<file path="src/rtl/window_fetch_sequencer_if.sv">
// rtl/window_fetch_sequencer_if.sv - fetch address handshake and window position bundle
interface window_fetch_sequencer_if;
  logic [31:0] addr;
  logic        addr_valid;
  logic        addr_ready;
  logic        win_first;
  logic        win_last;
  logic [15:0] win_x;
  logic [15:0] win_y;

  modport master (
    output addr, addr_valid, win_first, win_last, win_x, win_y,
    input  addr_ready
  );

  modport slave (
    input  addr, addr_valid, win_first, win_last, win_x, win_y,
    output addr_ready
  );
endinterface

</file>
<file path="src/rtl/window_fetch_sequencer.sv">
// rtl/window_fetch_sequencer.sv - 4x4 target-window address walker; WFS_ROW_STRIDE_EN selects 2-D row-stride offsets
module window_fetch_sequencer #(
  parameter int FRAME_W = 64,
  parameter int FRAME_H = 64
) (
  input  logic                             clk,
  input  logic                             reset,
  input  logic                             start,
  input  logic                             abort,
  input  logic [31:0]                      frame_base,
  output logic                             busy,
  output logic                             frame_done,
  window_fetch_sequencer_if.master         fetch
);

  typedef enum logic [1:0] {IDLE, ISSUE, NEXT, DONE} state_t;

  localparam logic [15:0] X_LAST = 16'(FRAME_W - 4);
  localparam logic [15:0] Y_LAST = 16'(FRAME_H - 4);

  state_t      state_q, state_d;
  logic [3:0]  k_q, k_d;
  logic [15:0] x_q, x_d, y_q, y_d;
  logic [31:0] base_q, base_d;
  logic [31:0] win_base, offset;
  logic        issuing;

  assign issuing = (state_q == ISSUE);

  always_comb begin
    win_base = base_q + ((32'(y_q) * 32'(FRAME_W) + 32'(x_q)) << 2);
`ifdef WFS_ROW_STRIDE_EN
    offset = (32'(k_q[3:2]) * 32'(FRAME_W) + 32'(k_q[1:0])) << 2;
`else
    offset = 32'(k_q) << 2;
`endif
  end

  // Outputs derive only from registered state, so they stay stable under backpressure.
  assign fetch.addr_valid = issuing;
  assign fetch.addr       = issuing ? (win_base + offset) : 32'd0;
  assign fetch.win_first  = issuing && (k_q == 4'd0);
  assign fetch.win_last   = issuing && (k_q == 4'd15);
  assign fetch.win_x      = x_q;
  assign fetch.win_y      = y_q;
  assign busy             = (state_q != IDLE);
  assign frame_done       = (state_q == DONE) && !abort;

  always_ff @(posedge clk) begin
    if (reset) begin
      state_q <= IDLE;
      k_q     <= 4'd0;
      x_q     <= 16'd0;
      y_q     <= 16'd0;
      base_q  <= 32'd0;
    end else begin
      state_q <= state_d;
      k_q     <= k_d;
      x_q     <= x_d;
      y_q     <= y_d;
      base_q  <= base_d;
    end
  end

  always_comb begin
    state_d = state_q;
    k_d     = k_q;
    x_d     = x_q;
    y_d     = y_q;
    base_d  = base_q;
    case (state_q)
      IDLE: begin
        if (start) begin
          base_d  = frame_base;
          x_d     = 16'd0;
          y_d     = 16'd0;
          k_d     = 4'd0;
          state_d = ISSUE;
        end
      end
      ISSUE: begin
        // Abort wins over a coincident handshake; that beat is dropped from the count.
        if (abort) begin
          k_d     = 4'd0;
          state_d = IDLE;
        end else if (fetch.addr_ready) begin
          k_d = k_q + 4'd1;
          if (k_q == 4'd15) state_d = NEXT;
        end
      end
      NEXT: begin
        if (abort) begin
          state_d = IDLE;
        end else if (x_q == X_LAST && y_q == Y_LAST) begin
          state_d = DONE;
        end else begin
          if (x_q < X_LAST) begin
            x_d = x_q + 16'd1;
          end else begin
            x_d = 16'd0;
            y_d = y_q + 16'd1;
          end
          state_d = ISSUE;
        end
      end
      DONE: state_d = IDLE;
      default: state_d = IDLE;
    endcase
  end

endmodule

</file>
<file path="src/flat_wrapper.sv">
// flat-port wrapper written by rule: the top's interface ports become plain ports
module window_fetch_sequencer_flat 
#(
  parameter int FRAME_W = 64,
  parameter int FRAME_H = 64
)
  (clk, reset, start, abort, frame_base, busy, frame_done, fetch_addr, fetch_addr_valid, fetch_win_first, fetch_win_last, fetch_win_x, fetch_win_y, fetch_addr_ready);
  window_fetch_sequencer_if fetch_i ();
  input  logic clk;
  input  logic reset;
  input  logic start;
  input  logic abort;
  input  logic [31:0] frame_base;
  output logic busy;
  output logic frame_done;
  output wire logic [$bits(fetch_i.addr)-1:0] fetch_addr;
  output wire logic [$bits(fetch_i.addr_valid)-1:0] fetch_addr_valid;
  output wire logic [$bits(fetch_i.win_first)-1:0] fetch_win_first;
  output wire logic [$bits(fetch_i.win_last)-1:0] fetch_win_last;
  output wire logic [$bits(fetch_i.win_x)-1:0] fetch_win_x;
  output wire logic [$bits(fetch_i.win_y)-1:0] fetch_win_y;
  input wire logic [$bits(fetch_i.addr_ready)-1:0] fetch_addr_ready;
  assign fetch_addr = fetch_i.addr;
  assign fetch_addr_valid = fetch_i.addr_valid;
  assign fetch_win_first = fetch_i.win_first;
  assign fetch_win_last = fetch_i.win_last;
  assign fetch_win_x = fetch_i.win_x;
  assign fetch_win_y = fetch_i.win_y;
  assign fetch_i.addr_ready = fetch_addr_ready;
  window_fetch_sequencer #(.FRAME_W(FRAME_W), .FRAME_H(FRAME_H)) u_core (.clk(clk), .reset(reset), .start(start), .abort(abort), .frame_base(frame_base), .busy(busy), .frame_done(frame_done), .fetch(fetch_i));
endmodule
</file>
<file path="config.mk">
export PLATFORM = sky130hd
export DESIGN_NAME = window_fetch_sequencer_flat
export DESIGN_NICKNAME = d
export VERILOG_FILES = /design/src/rtl/window_fetch_sequencer_if.sv /design/src/rtl/window_fetch_sequencer.sv /design/src/flat_wrapper.sv
export SDC_FILE = /design/constraint.sdc
export NUM_CORES = 1
export LEC_CHECK = 0
export ABC_CLOCK_PERIOD_IN_PS = 8700
export CORE_MARGIN = 8
export CORE_UTILIZATION = 46
export CTS_CLUSTER_SIZE = 10
export DETAILED_ROUTE_END_ITERATION = 12
export PLACE_DENSITY = 0.72
export SYNTH_ARGS = -nofsm -noshare
export SYNTH_HDL_FRONTEND = slang
export SYNTH_SLANG_ARGS = --single-unit
export TNS_END_PERCENT = 30
</file>
<file path="constraint.sdc">
create_clock -name clk -period 8.7 [get_ports clk]
set_clock_uncertainty 0.1 [all_clocks]
set_input_delay 1.74 -clock clk [delete_from_list [all_inputs] [get_ports clk]]
set_output_delay 1.74 -clock clk [all_outputs]
set_load 0.01 [all_outputs]
</file>
==> results of run 1 <==
==> critical path, stage by stage, from the launching register on <==
cell             delay (ps)
dfxtp_1                 430
ha_1                    200
inv_1                    50
fa_1                    390
nor2b_1                 120
o21ai_0                 110
a21o_1                  230
a311oi_1                290
o21a_1                  200
or2_2                   140
xor2_1                  160
ha_1                    250
ha_1                    380
o21ai_0                 180
a21oi_1                 190
o21a_1                  120
nor2_1                   70
or4_1                   390
o21ai_0                 240
mux2i_1                 220
clkdlybuf4s50_1         550
==> registers in the layout (all words and copies together) (netlist names) <==
name,count
u_core.base_q,32
u_core.fetch.win_x,16
u_core.fetch.win_y,16
u_core.k_q,4
u_core.state_q,2
==> cell families after synthesis <==
group,after synthesis,share of synthesized area
simple gates,290,0.257
compound gates,177,0.202
xor+xnor,44,0.0724
flops,70,0.263
mux,3,0.00564
fa+ha+maj,64,0.159
buf+inv,56,0.0416
==> synth_stat cells, drive strengths merged, types with 2 or more instances <==
cell | n | area (sq um)
a211oi | 11 | 82.6
a21o | 13 | 97.6
a21oi | 79 | 395
a31oi | 7 | 43.8
a41oi | 2 | 17.5
and2 | 12 | 75.1
and3 | 11 | 73.8
and4 | 6 | 52.6
buf | 4 | 26.3
clkbuf | 25 | 93.8
dfxtp | 70 | 1400
fa | 6 | 120
ha | 58 | 726
inv | 27 | 101
mux2i | 3 | 30.0
nand2 | 97 | 364
nand2b | 12 | 75.1
nand3 | 16 | 80.1
nand3b | 4 | 30.0
nand4 | 9 | 56.3
nor2 | 80 | 300
nor2b | 5 | 31.3
nor3 | 20 | 100
nor4 | 6 | 37.5
nor4b | 3 | 26.3
o211ai | 4 | 30.0
o21a | 13 | 97.6
o21ai | 26 | 130
o21bai | 5 | 37.5
o31ai | 4 | 30.0
or2 | 2 | 12.5
or3 | 4 | 25.0
xnor2 | 25 | 219
xor2 | 19 | 166
==> layout make-up <==
cell class              count  area (sq um)
clock buffers              10           229
fillers                  1048          4650
multi-input cells         578          3700
clock inverters             6          38.8
repair buffers            107          1070
well taps                 143           179
inverters                  27           101
flip-flops and latches     70          1400
==> metrics by stage <==
stage / util / hold WS (ps)
2_1_floorplan: - / 332
3_3_place_gp: 0.567 / 340
3_5_place_dp: 0.567 / 347
4_1_cts: 0.591 / 355
5_1_grt: 0.591 / 382
6_report: 0.591 / 351
==> layer usage <==
| layer | GRT usage | vias up | routed length, um |
|---|---|---|---|
| met4 | 0.0594 | 0 | 255 |
| met5 | 0 | - | 0 |
| met3 | 0.0553 | 22 | 1130 |
| met1 | 0.245 | 2506 | 6690 |
| li1 | - | 2662 | - |
| met2 | 0.369 | 175 | 7900 |
==> worst paths after layout <==
| path | cells after the start | start | end |
|---|---|---|---|
| hold / removal | 2 | u_core.base_q[0] | u_core.base_q[0] |
| hold reg to reg | 2 | u_core.base_q[0] | u_core.base_q[0] |
| setup reg to reg | 8 | u_core.fetch.win_x[1] | u_core.fetch.win_x[5] |
| setup / recovery | 20 | u_core.fetch.win_x[6] | fetch_addr[29] |
==> report_power, final <==
group	switching, uW	internal, uW	leakage, uW
clock	142	192	0.000128
combinational	55.2	45.3	0.00203
sequential	8.86	331	0.000569
total	206	567	0.00272
==> impl_metrics.csv, run 1 <==
group,metric,value,unit
status,status,"complete, no violations",
logic_synthesis,ys_ff_latch,70,
flow_run,drv_cap,0,
clock_tree,cts_resized,0,
timing,final-setup-viol-count,0,
clock_tree,ctsLongestPathBuffers,2,
clock_tree,hold_buffers,0,
global_route,grt_max_degree,48,
power,power.leakage,0.00272,uW
final_layout,synthToLayoutAreaGrowth,26.2,%
detailed_routing,drt_wl_total,16000,um
logic_synthesis,yosysSeqAreaShare,0.263,
critical_path,cp_data_arrival_time,5260,ps
clock_tree,htree_levels,3,
detailed_routing,drtPass1Iterations,5,
critical_path,r2r_setup_slack,5900,ps
floorplanning,die_h,124,um
clock_tree,path_clk_slew,60,ps
floorplanning,core_area,11400,sq um
hold_path,hp-class,"reg2reg",
logic_synthesis,synth_nets,805,
clock_tree,postCtsSetupBuffers,0,
logic_synthesis,synth_cells,704,
timing,finalCritPeriodShare,0.816,
floorplanning,start_util,0.468,
logic_synthesis,synth_edf_count,0,
clock_tree,cts_tree,"yes",
detailed_routing,drt-initial-drc-count,284,
power,irDropWorstVdd,0.142,mV
global_route,grt_pass1_wl,25700,um
critical_path,worstSetupPathType,"reg2out",
logic_synthesis,synth_cell_types,53,
placement,gp_congestion,0.927,
timing,tightest_slew,1160,ps
placement,place_ws,2000,ps
detailed_routing,viasPerCell,5.70,
timing,post-route-min-period,7100,ps
power,p_total,773,uW
critical_path,critPathMaxFanout,7,
timing,drv_slew,0,
placement,dpl.hpwl,12400,um
logic_synthesis,yosysWarnings,0,
timing,rsz0062_at_grt,"no",
clock_tree,clk_latency,340,ps
final_layout,layout_commonest_cell,"clkdlybuf4s50_1",
detailed_routing,ant_nets,0,
floorplanning,rows,39,
placement,placedCellCount,925,
timing,finalSetupTns,0,ps
final_layout,drive_above_1_share,0.0263,
clock_tree,cts_inserted_buffers,9,
floorplanning,die_x,124,um
final_layout,antenna_cells,0,
global_route,gr-total-overflow,0,
detailed_routing,wl_per_cell,17.0,um
logic_synthesis,syn_area_per_cell,7.56,sq um
floorplanning,dieArea,15300,sq um
global_route,antenna_found_initial,0,
timing,fmax,141,MHz
detailed_routing,vias,5365,
critical_path,critPathCaptureType,"output port",
logic_synthesis,syn_area,5330,sq um
critical_path,critPathLaunchType,"register",
timing,hold_viol,0,
final_layout,final-instance-count-excl-fill,941,
global_route,grt_pass1_vias,5254,
placement,dpl_cell_area,6450,sq um
timing,layout_setup_ws,1600,ps
final_layout,stdcell_area,6720,sq um
detailed_routing,drc,0,
timing,max-slew-margin-rel,0.226,
final_layout,layout.nets,894,
logic_synthesis,synth_ff_type,"dfxtp_1",
floorplanning,io_pins,106,
global_route,grt_usage,0.210,
clock_tree,cts.sinks,70,
final_layout,mostFrequentLayoutCells,"clkdlybuf4s50_1 (105), nand2_1 (97), nor2_1 (80)",
critical_path,required,6860,ps
placement,io_buffers,105,
clock_tree,root_buffer,"clkbuf_16",
power,cellPowerDensity,115,nW/um^2
logic_synthesis,postSynth.asyncResetShare,0,
(Power assumes the default switching activity.)
==> run 2: changes to the inputs <==
Settings changed: ABC_CLOCK_PERIOD_IN_PS 8700 to 7260.
Clock period 8.7 ns to 7.26 ns, I/O delays scaled along.
==> impl_metrics.csv, run 2 (same netlist as run 1, synthesis figures left out) <==
group,metric,value,unit
status,status,"complete, no violations",
critical_path,r2r_setup_slack,4490,ps
placement,io_buffers,105,
clock_tree,clk_latency,340,ps
global_route,grt_pass1_wl,25700,um
placement,dpl.hpwl,12300,um
power,cellPowerDensity,143,nW/um^2
final_layout,regMostFlops,"u_core.base_q",
clock_tree,postCtsSetupBuffers,0,
critical_path,cp_slowest_cell,"clkdlybuf4s50_1",
final_layout,fill_cells,1063,
critical_path,required,5710,ps
timing,fmax,145,MHz
power,irDropWorstVdd,0.145,mV
timing,whs,353,ps
global_route,gr-total-overflow,0,
timing,post-route-min-period,6900,ps
critical_path,critPathTopFamily,"compound AO/OA/AOI/OAI gates",
timing,max-slew-margin-rel,0.210,
detailed_routing,drt-initial-drc-count,323,
clock_tree,hold_buffers,0,
timing,tightest_slew,1180,ps
critical_path,critPathMaxFanout,7,
global_route,grt_usage,0.210,
floorplanning,rows,39,
power,power.leakage,0.00274,uW
clock_tree,htree_levels,3,
clock_tree,cts_tree,"yes",
timing,hold_viol,0,
final_layout,antenna_cells,0,
detailed_routing,viasPerCell,5.67,
clock_tree,cts_inserted_buffers,9,
critical_path,critPathCaptureType,"output port",
timing,finalSetupTns,0,ps
clock_tree,cts.sinks,70,
clock_tree,ctsLongestPathBuffers,2,
critical_path,worst-path-buf-inv,2,
critical_path,max_stage_delay,560,ps
critical_path,critPathLaunchType,"register",
detailed_routing,wl_per_cell,17.0,um
final_layout,drive_above_1_share,0.0238,
hold_path,hp-class,"reg2reg",
final_layout,largest_reg_flops,32,
clock_tree,root_buffer,"clkbuf_16",
floorplanning,dieArea,15300,sq um
detailed_routing,drc,0,
detailed_routing,drtPass1Iterations,4,
clock_tree,cts_resized,0,
final_layout,synthToLayoutAreaGrowth,26.6,%
critical_path,path_cells,"ha_1 > inv_1 > fa_1 > nor2b_1 > o21ai_0 > a21o_1 > a311oi_1 > o21a_1 > or2_2 > xor2_1 > ha_1 > ha_1 > o21ai_0 > a21oi_1 > o21a_1 > nor2_1 > or4_1 > o21ai_0 > mux2i_1 > clkdlybuf4s50_1",
timing,final-setup-viol-count,0,
placement,gp_congestion,0.930,
clock_tree,path_clk_slew,60,ps
global_route,grt_max_degree,48,
detailed_routing,vias,5338,
final_layout,layout_commonest_cell,"clkdlybuf4s50_1",
floorplanning,core_area,11400,sq um
global_route,antenna_found_initial,0,
final_layout,layout.nets,894,
detailed_routing,drt_wl_total,16000,um
global_route,grt_pass1_vias,5269,
floorplanning,start_util,0.468,
timing,rsz0062_at_grt,"no",
floorplanning,die_x,124,um
final_layout,mostFrequentLayoutCells,"clkdlybuf4s50_1 (105), nand2_1 (97), nor2_1 (80)",
critical_path,worstSetupPathType,"reg2out",
critical_path,cp_data_arrival_time,5350,ps
timing,finalCritPeriodShare,0.951,
floorplanning,io_pins,106,
flow_run,drv_cap,0,
floorplanning,die_h,124,um
timing,drv_slew,0,
detailed_routing,ant_nets,0,
## run 2: path summary, 6_finish.rpt
check | startpoint | to | depth (start not counted)
worst max register to register | u_core.fetch.win_x[1] | u_core.fetch.win_x[14] | 8
worst min-delay path | u_core.base_q[1] | u_core.base_q[1] | 2
worst max-delay path | u_core.fetch.win_x[6] | fetch_addr[29] | 20
worst min register to register | u_core.base_q[1] | u_core.base_q[1] | 2
## run 2: area by class of cell
class / count / area, sq um / area share
Inverter: 27 / 101 / 0.0150
Timing Repair Buffer: 107 / 1070 / 0.158
Tap cell: 143 / 179 / 0.0265
Sequential cell: 70 / 1400 / 0.208
Clock buffer: 13 / 250 / 0.0371
Multi-Input combinational cell: 578 / 3700 / 0.549
Clock inverter: 3 / 43.8 / 0.00649
## run 2: worst min-delay path: cells and delay by family, from the launching register on
kind            cells  cell delay, ps
simple gates        1              50
compound gates      1              50
flops               1             310
## run 2: per-stage QoR
stage | setup WS (ps) | cells | power (uW) | utilization | instance area (sq um)
3_3_place_gp | 895 | 925 | 532 | 0.567 | 6450
3_5_place_dp | 795 | 925 | 534 | 0.567 | 6450
5_1_grt | 90.6 | 941 | 1010 | 0.593 | 6740
6_report | 355 | 941 | 968 | 0.593 | 6740
4_1_cts | 365 | 941 | 976 | 0.593 | 6740
2_1_floorplan | 1550 | 704 | 481 | - | 5330
## run 2: routing by layer
metal,GRT usage,up-vias,part of all wire
li1,-,2662,-
met1,0.243,2514,0.43
met2,0.375,149,0.50
met3,0.0535,13,0.059
met4,0.0602,0,0.012
met5,0,-,0
## run 2: power by group
group	switching, uW	leakage, uW	internal (uW)
registers	10.5	0.000569	396
clock network	166	0.000144	276
logic	65.7	0.00203	54.2
total	242	0.00274	726
==> run 3: changes to the inputs <==
Settings changed: CORE_MARGIN 8 to 2, SETUP_SLACK_MARGIN set to 0.2.
==> impl_metrics.csv, run 3 (same netlist as run 1, synthesis figures left out) <==
group,metric,value,unit
placement,gp_congestion,0.955,
timing,rsz0062_at_grt,"no",
floorplanning,core_area,11400,sq um
floorplanning,die_h,112,um
floorplanning,die_x,112,um
global_route,gr-total-overflow,0,
critical_path,path_cells,"ha_1 > inv_1 > fa_1 > nor2b_1 > o21ai_0 > a21o_1 > a311oi_2 > o21a_1 > or2_2 > xor2_1 > ha_1 > ha_2 > o21ai_0 > a21oi_1 > o21a_1 > nor2_1 > or4_1 > o21ai_1 > mux2i_1 > clkdlybuf4s50_1",
final_layout,fill_cells,1029,
detailed_routing,ant_nets,0,
timing,drv_slew,0,
final_layout,synthToLayoutAreaGrowth,27.4,%
timing,finalCritPeriodShare,0.926,
hold_path,hp-class,"reg2reg",
detailed_routing,drc,0,
final_layout,mostFrequentLayoutCells,"clkdlybuf4s50_1 (105), nand2_1 (97), nor2_1 (80)",
detailed_routing,vias,5372,
global_route,grt_max_degree,48,
flow_run,drv_cap,0,
power,power.leakage,0.00275,uW
timing,post-route-min-period,6720,ps
critical_path,critPathCaptureType,"output port",
clock_tree,root_buffer,"clkbuf_16",
final_layout,layout_commonest_cell,"clkdlybuf4s50_1",
global_route,antenna_found_initial,0,
placement,dpl.hpwl,11700,um
final_layout,largest_reg_flops,32,
final_layout,regMostFlops,"u_core.base_q",
status,status,"complete, no violations",
placement,io_buffers,105,
clock_tree,clk_latency,330,ps
clock_tree,cts_inserted_buffers,9,
critical_path,critPathLaunchType,"register",
timing,hold_viol,0,
final_layout,multiInputGateArea,3710,sq um
floorplanning,dieArea,12500,sq um
floorplanning,start_util,0.468,
final_layout,drive_above_1_share,0.0313,
floorplanning,io_pins,106,
timing,finalSetupTns,0,ps
clock_tree,htree_levels,3,
timing,final-setup-viol-count,0,
critical_path,required,5710,ps
timing,max-slew-margin-rel,0.218,
critical_path,r2r_start,"u_core.fetch.win_x[0]",
critical_path,worstSetupPathType,"reg2out",
clock_tree,path_clk_slew,70,ps
critical_path,ff2ff_path_depth,8,
critical_path,r2r-end,"u_core.fetch.win_x[1]",
detailed_routing,viasPerCell,5.71,
final_layout,antenna_cells,0,
timing,fmax,149,MHz
global_route,grt_pass1_wl,24900,um
detailed_routing,drt_wl_total,15300,um
floorplanning,rows,39,
timing,tightest_slew,1170,ps
clock_tree,hold_buffers,0,
final_layout,seq_area,1400,sq um
clock_tree,cts.sinks,70,
critical_path,cp_data_arrival_time,5170,ps
final_layout,layout.nets,894,
power,irDropWorstVdd,0.132,mV
hold_path,min_to,"u_core.base_q[1]",
hold_path,min_path_cells,2,
critical_path,critPathMaxFanout,7,
detailed_routing,wl_per_cell,16.3,um
global_route,grt_usage,0.242,
critical_path,cp_slowest_cell,"clkdlybuf4s50_1",
clock_tree,cts_tree,"yes",
detailed_routing,drt-initial-drc-count,303,
power,cellPowerDensity,148,nW/um^2
clock_tree,ctsLongestPathBuffers,2,
critical_path,r2r_setup_slack,4460,ps
timing,whs,356,ps
critical_path,max_stage_delay,550,ps
detailed_routing,drtPass1Iterations,5,
hold_path,hp-start,"u_core.base_q[1]",
global_route,grt_pass1_vias,5314,
-- run 3: changes by cell type in the layout (fill, tap and decap cells not counted), sizes merged --
cell      previous run  this run
clkbuf              13        10
inv                 27        28
clkinvlp             0         1
bufinv               1         2
-- run 3: how the worst max path moves through the flow --
stage | slack (ps) | to | startpoint
finish | 540 | fetch_addr[29] | u_core.fetch.win_x[6]
global route | 200 | fetch_addr[29] | u_core.fetch.win_y[0]
CTS | 320 | fetch_addr[29] | u_core.fetch.win_x[6]
detailed placement | 730 | fetch_addr[29] | u_core.fetch.win_x[6]
global placement | 910 | fetch_addr[29] | u_core.fetch.win_x[6]
floorplan | 1550 | fetch_addr[29] | u_core.fetch.win_x[6]
-- run 3: through the flow --
stage               power (uW)  worst slack (ps)  instances  cell area (sq um)  utilization
floorplan                  481              1550        704               5330            -
global placement           532               908        925               6450        0.567
detailed placement         534               730        925               6450        0.567
CTS                       1010               321        941               6770        0.596
global route              1040               199        941               6780        0.597
finish                    1000               538        941               6780        0.597
-- run 3: power breakdown --
part	internal [uW]	leakage (uW)	switching, uW	total (uW)
Combinational	54.4	0.00202	65.4	120
Clock	303	0.000153	172	475
Sequential	396	0.000570	10.7	407
-- run 3: what timing repair did --
action                                 in CTS  in global routing
setup endpoints to repair                   0                  7
setup buffers                               0                  0
gates resized for setup                     0                  5
endpoints found under the hold margin       0                  0
-- run 3: cell type report --
| type | count | share of cell area |
|---|---|---|
| well taps | 143 | 0.0264 |
| multi-input cells | 578 | 0.547 |
| inverters | 27 | 0.0149 |
| repair buffers | 107 | 0.157 |
| flip-flops and latches | 70 | 0.207 |
| clock buffers | 10 | 0.0338 |
| clock inverters | 6 | 0.0138 |
-- run 3: critical path, delay by kind of cell (launching register included) --
kind / cells / cell delay [ps]
buffers and inverters: 2 / 610
flip-flops: 1 / 390
XOR/XNOR: 1 / 150
adder cells (fa/ha/maj): 4 / 1220
AND/OR/NAND/NOR: 4 / 710
AO/OA/AOI/OAI: 8 / 1550
multiplexers: 1 / 210
-- run 3: routing by layer --
| metal | up-vias | global-route usage | share of wire |
|---|---|---|---|
| met5 | - | 0 | 0 |
| met3 | 28 | 0.0452 | 0.051 |
| met1 | 2518 | 0.294 | 0.43 |
| met4 | 0 | 0.0757 | 0.021 |
| met2 | 165 | 0.432 | 0.50 |
| li1 | 2661 | - | - |
